[src/rtl/frame_buf_ctrl.sv]
// rtl/frame_buf_ctrl.sv - ping-pong frame buffer controller sharing one single-port memory
// Writer and reader alternate between two BUF_SIZE regions; one memory access per cycle.
module frame_buf_ctrl #(
    parameter int DATA_WIDTH = 32,
    parameter int ADDR_WIDTH = 10,
    parameter int BUF_SIZE   = 500,
    parameter int RD_LAT     = 1
) (
    input  logic                  clk,
    input  logic                  reset,
    input  logic                  wr_req,
    input  logic [DATA_WIDTH-1:0] wr_data,
    output logic                  wr_ack,
    input  logic                  rd_req,
    output logic                  rd_ack,
    output logic [DATA_WIDTH-1:0] rd_data,
    output logic                  rd_data_valid,
    output logic                  mem_wr_en,
    output logic                  mem_rd_en,
    output logic [ADDR_WIDTH-1:0] mem_addr,
    output logic [DATA_WIDTH-1:0] mem_wr_data,
    input  logic [DATA_WIDTH-1:0] mem_rd_data,
    output logic [1:0]            buf_full,
    output logic                  frame_wr_done,
    output logic                  frame_rd_done
);
    localparam int CNT_W = (BUF_SIZE > 1) ? $clog2(BUF_SIZE) : 1;
    localparam logic [CNT_W-1:0]      CNT_LAST  = CNT_W'(BUF_SIZE - 1);
    localparam logic [ADDR_WIDTH-1:0] BUF1_BASE = ADDR_WIDTH'(BUF_SIZE);

    typedef enum logic {
        GRANT_WR = 1'b0,
        GRANT_RD = 1'b1
    } grant_e;

    logic                  wb_q, wb_d;
    logic                  rb_q, rb_d;
    logic [CNT_W-1:0]      wcnt_q, wcnt_d;
    logic [CNT_W-1:0]      rcnt_q, rcnt_d;
    logic [1:0]            full_q, full_d;
    grant_e                last_q, last_d;
    logic                  mem_wr_en_q, mem_wr_en_d;
    logic                  mem_rd_en_q, mem_rd_en_d;
    logic [ADDR_WIDTH-1:0] mem_addr_q, mem_addr_d;
    logic [DATA_WIDTH-1:0] mem_wr_data_q, mem_wr_data_d;
    logic                  wr_done_q, wr_done_d;
    logic                  rd_done_q, rd_done_d;
    logic [RD_LAT-1:0]     vld_q, vld_d;

    logic                  wr_elig, rd_elig;
    logic                  grant_w, grant_r;
    logic [ADDR_WIDTH-1:0] wr_addr, rd_addr;

    // Eligibility looks only at registered flags, so a buffer freed this
    // cycle becomes writable on the next one.
    always_comb begin
        wr_elig = wr_req && !full_q[wb_q];
        rd_elig = rd_req && full_q[rb_q];
        grant_w = 1'b0;
        grant_r = 1'b0;
        if (!reset) begin
            grant_w = wr_elig && (!rd_elig || (last_q == GRANT_RD));
            grant_r = rd_elig && !grant_w;
        end
        wr_addr = (wb_q ? BUF1_BASE : '0) + ADDR_WIDTH'(wcnt_q);
        rd_addr = (rb_q ? BUF1_BASE : '0) + ADDR_WIDTH'(rcnt_q);
    end

    always_comb begin
        wb_d          = wb_q;
        rb_d          = rb_q;
        wcnt_d        = wcnt_q;
        rcnt_d        = rcnt_q;
        full_d        = full_q;
        last_d        = last_q;
        mem_wr_en_d   = grant_w;
        mem_rd_en_d   = grant_r;
        mem_addr_d    = mem_addr_q;
        mem_wr_data_d = mem_wr_data_q;
        wr_done_d     = 1'b0;
        rd_done_d     = 1'b0;
        vld_d         = (vld_q << 1) | RD_LAT'(mem_rd_en_q);

        if (grant_w) begin
            last_d        = GRANT_WR;
            mem_addr_d    = wr_addr;
            mem_wr_data_d = wr_data;
            if (wcnt_q == CNT_LAST) begin
                wcnt_d         = '0;
                full_d[wb_q]   = 1'b1;
                wb_d           = ~wb_q;
                wr_done_d      = 1'b1;
            end else begin
                wcnt_d = wcnt_q + 1'b1;
            end
        end

        if (grant_r) begin
            last_d     = GRANT_RD;
            mem_addr_d = rd_addr;
            if (rcnt_q == CNT_LAST) begin
                rcnt_d       = '0;
                full_d[rb_q] = 1'b0;
                rb_d         = ~rb_q;
                rd_done_d    = 1'b1;
            end else begin
                rcnt_d = rcnt_q + 1'b1;
            end
        end
    end

    always_ff @(posedge clk) begin
        if (reset) begin
            wb_q          <= 1'b0;
            rb_q          <= 1'b0;
            wcnt_q        <= '0;
            rcnt_q        <= '0;
            full_q        <= 2'b00;
            last_q        <= GRANT_RD;
            mem_wr_en_q   <= 1'b0;
            mem_rd_en_q   <= 1'b0;
            mem_addr_q    <= '0;
            mem_wr_data_q <= '0;
            wr_done_q     <= 1'b0;
            rd_done_q     <= 1'b0;
            vld_q         <= '0;
        end else begin
            wb_q          <= wb_d;
            rb_q          <= rb_d;
            wcnt_q        <= wcnt_d;
            rcnt_q        <= rcnt_d;
            full_q        <= full_d;
            last_q        <= last_d;
            mem_wr_en_q   <= mem_wr_en_d;
            mem_rd_en_q   <= mem_rd_en_d;
            mem_addr_q    <= mem_addr_d;
            mem_wr_data_q <= mem_wr_data_d;
            wr_done_q     <= wr_done_d;
            rd_done_q     <= rd_done_d;
            vld_q         <= vld_d;
        end
    end

    // Outputs are forced low during reset so a read in flight never reports valid data.
    always_comb begin
        wr_ack        = grant_w;
        rd_ack        = grant_r;
        rd_data       = mem_rd_data;
        rd_data_valid = vld_q[RD_LAT-1] && !reset;
        mem_wr_en     = mem_wr_en_q && !reset;
        mem_rd_en     = mem_rd_en_q && !reset;
        mem_addr      = reset ? '0 : mem_addr_q;
        mem_wr_data   = reset ? '0 : mem_wr_data_q;
        buf_full      = reset ? 2'b00 : full_q;
        frame_wr_done = wr_done_q && !reset;
        frame_rd_done = rd_done_q && !reset;
    end

endmodule
[config.mk]
export PLATFORM = sky130hd
export DESIGN_NAME = frame_buf_ctrl
export DESIGN_NICKNAME = d
export VERILOG_FILES = /design/src/rtl/frame_buf_ctrl.sv
export SDC_FILE = /design/constraint.sdc
export NUM_CORES = 1
export LEC_CHECK = 0
export CORE_ASPECT_RATIO = 0.8
export CORE_UTILIZATION = 47
export DETAILED_ROUTE_END_ITERATION = 8
export GPL_ROUTABILITY_DRIVEN = 0
export PLACE_DENSITY = 0.86
export SLEW_MARGIN = 10
export SYNTH_ARGS = -nofsm -noshare
export SYNTH_HDL_FRONTEND = slang
export SYNTH_SLANG_ARGS = --single-unit
[constraint.sdc]
create_clock -name clk -period 4 [get_ports clk]
set_clock_uncertainty 0.2 [all_clocks]
set_input_delay 1 -clock clk [delete_from_list [all_inputs] [get_ports clk]]
set_output_delay 1 -clock clk [all_outputs]
set_load 0.05 [all_outputs]
==> flow_metrics.py <==
metrics = {
    "status": {
        "status": "finished clean",
    },
    "setup_path": {
        "start_kind": "input pin",
        "regToRegSetupSlack_ns": 1.40,
        "crit_path_end_kind": "primary output",
        "reg2regPathDepth": 6,
        "reg2reg_from": "rb_q",
        "critical_path_class": "input pin to primary output",
        "worstPathCellList": "clkdlybuf4s50_1 > and2_1 > a211o_4 > inv_4 > buf_12",
        "worstPathMaxFanout": 15,
        "max_stage_delay_ns": 0.53,
        "cp_slowest_cell": "clkdlybuf4s50_1",
        "r2r-end": "mem_addr_q[9]",
        "arrival_ns": 2.52,
        "required_ns": 2.80,
    },
    "floorplan": {
        "die-height_um": 82.7,
        "start_util_pct": 48.4,
        "die_area_um2": 8510,
        "die_w_um": 103,
        "core_area_um2": 7910,
        "rows": 29,
        "io-pin-count": 151,
    },
    "layout": {
        "drive_gt1_share_pct": 19.3,
        "final_util_pct": 59.7,
        "n_antenna_cell": 0,
        "design_area_um2": 4720,
        "fill_cells": 690,
        "multiInputGateArea_um2": 2040,
        "regArea_um2": 1400,
        "areaGrowthSynthToFinish_pct": 23.4,
        "final_nets": 546,
    },
    "global_route": {
        "grt_pass1_vias": 2895,
        "antenna_found_initial": 0,
        "grt_first_pass_wirelength_um": 13600,
        "grt_max_degree": 38,
        "grt_overflow": 0,
        "track_usage_pct": 21.1,
    },
    "timing": {
        "slew_viol_final": 0,
        "rsz0062_at_grt": "no",
        "fmax_mhz": 269,
        "finalCritPeriodShare_pct": 92.9,
        "post-route-min-period_ns": 3.72,
        "setup_viol": 0,
        "whs_ns": 0.256,
        "hold_viol": 0,
        "tns_ns": 0,
        "max_slew.worst_pin.slew_ns": 0.664,
        "maxSlewHeadroom_pct": 55.3,
    },
    "detailed_routing": {
        "drt-total-wl_um": 8440,
        "drtIter0Drc": 158,
        "ant_nets": 0,
        "route.detailed.drc": 0,
        "drt-vias-per-instance": 5.30,
        "first_pass_iters": 5,
        "vias": 3046,
        "wl_per_cell_um": 14.7,
    },
    "clock_tree": {
        "cts_tree": "yes",
        "cts.sinks": 70,
        "ctsResizeCount": 0,
        "cts_hold_buffers": 0,
        "clockBufferDepth": 2,
        "clk_latency_ns": 0.35,
        "htreeDepth": 3,
        "clk_pin_slew_ns": 0.07,
        "postCtsSetupBuffers": 0,
        "cts.root.buffer_cell": "clkbuf_8",
        "cts_buffers": 9,
    },
    "power": {
        "p_switching_mw": 0.409,
        "seqPwrFrac_pct": 46.3,
        "p_sw_share_pct": 25.7,
        "powerDensity_nw_per_um2": 336,
        "clockPowerShare_pct": 39.5,
        "intPower_mw": 1.18,
        "peakVddDrop_uv": 190,
        "comb_power_share_pct": 14.2,
        "p_total_mw": 1.59,
        "leakage_nw": 1.88,
    },
    "yosys": {
        "ys.flop_type": "dfxtp_1",
        "synth-edff-count": 0,
        "ys_warn_count": 0,
        "yosysTopAreaCellShare_pct": 36.6,
        "synth_seq_cells": 70,
        "synth_area_um2": 3830,
        "syn_inst": 410,
        "synth_top_cells_by_count": "dfxtp_1, nor2b_1, mux2_2",
        "syn_area_per_cell_um2": 9.33,
        "syn_nets": 494,
        "yosysSeqAreaShare_pct": 36.6,
        "async_flop_share_pct": 0,
        "synth_most_common_cell": "dfxtp_1",
        "synth_cell_type_count": 47,
        "synth_top_area_cell": "dfxtp_1",
        "synth.area.top_cells": "dfxtp_1, mux2_2, nor2b_1",
    },
    "worst_hold_path": {
        "min_to": "mem_addr_q[3]",
        "hp-class": "flip-flop to flip-flop",
        "whs_path_depth": 2,
        "holdCritStartpoint": "mem_addr_q[3]",
    },
    "placed_design": {
        "port_buffers": 86,
        "place_hpwl_um": 6130,
        "dpl_cell_area_um2": 4500,
    },
    "run": {
        "cap_violations": 0,
    },
}
## cell families after synthesis
group | count (synthesis) | synth area share [%]
AND/OR/NAND/NOR | 144 | 20.5
flip-flops | 70 | 36.6
buffers and inverters | 60 | 10.3
AO/OA/AOI/OAI | 54 | 9.52
multiplexers | 42 | 12.4
XOR/XNOR | 24 | 5.49
adder cells (fa/ha/maj) | 16 | 5.23
## layout make-up
cell class	count	area share (%)
inverter	10	0.848
clock inverter	7	2.04
sequential	70	29.7
timing repair buffer	91	18.8
multi-input combinational	280	43.2
tap	108	2.86
clock buffer	9	2.62
## power by group through the flow
stage                     registers (mW)  clock network, mW  logic [mW]
after floorplan                    0.747                  0       0.230
after global placement             0.750                  0       0.222
after detailed placement           0.751                  0       0.226
after CTS                          0.735              0.642       0.227
after global routing               0.738              0.671       0.241
final                              0.735              0.628       0.226
## registers in the layout (all words and copies together), names as in the netlist
register and cells:
wcnt_q 9, mem_addr_q 10, mem_wr_en_q 1, last_q 1, mem_rd_en_q 1, vld_q 1
rcnt_q 9, rb_q 1, rd_done_q 1, wr_done_q 1, full_q 2, wb_q 1
mem_wr_data_q 32
## how the worst max path moves through the flow
stage / from / endpoint / slack (ns) / cells past startpoint
floorplan: reset / mem_addr[0] / 0.49 / 4
global placement: reset / mem_addr[8] / 0.33 / 6
detailed placement: reset / mem_addr[8] / 0.30 / 6
CTS: wr_req / rd_ack / 0.30 / 5
global route: reset / mem_addr[8] / 0.15 / 6
finish: wr_req / rd_ack / 0.28 / 5
## placed cells by master (no fill, tap or decap), drive strengths merged, types with 14 or more instances in the layout
cell           instances
dfxtp                 70
clkdlybuf4s50         67
nor2b                 50
mux2                  36
nor2                  33
buf                   24
nand2                 18
xnor2                 18
ha                    16
o21ai                 16
nor3                  14
## critical path: cells and delay by family
family | cells | cell delay, ns
compound gates | 1 | 0.43
simple gates | 1 | 0.23
buf+inv | 3 | 0.84
## through the flow
| step | instances | setup slack [ns] |
|---|---|---|
| after floorplan | 410 | 0.486 |
| after global placement | 559 | 0.329 |
| after detailed placement | 559 | 0.298 |
| after CTS | 575 | 0.299 |
| after global routing | 575 | 0.150 |
| final | 575 | 0.284 |
## routing by layer
metal	vias to the layer above	track usage [%]	share of wire [%]
met2	108	33.1	47
met1	1434	27.2	44
met4	0	8.73	2.1
li1	1482	-	-
met3	22	6.06	6.9
met5	-	0	0
No activity file was read; power rests on OpenSTA's default activity.
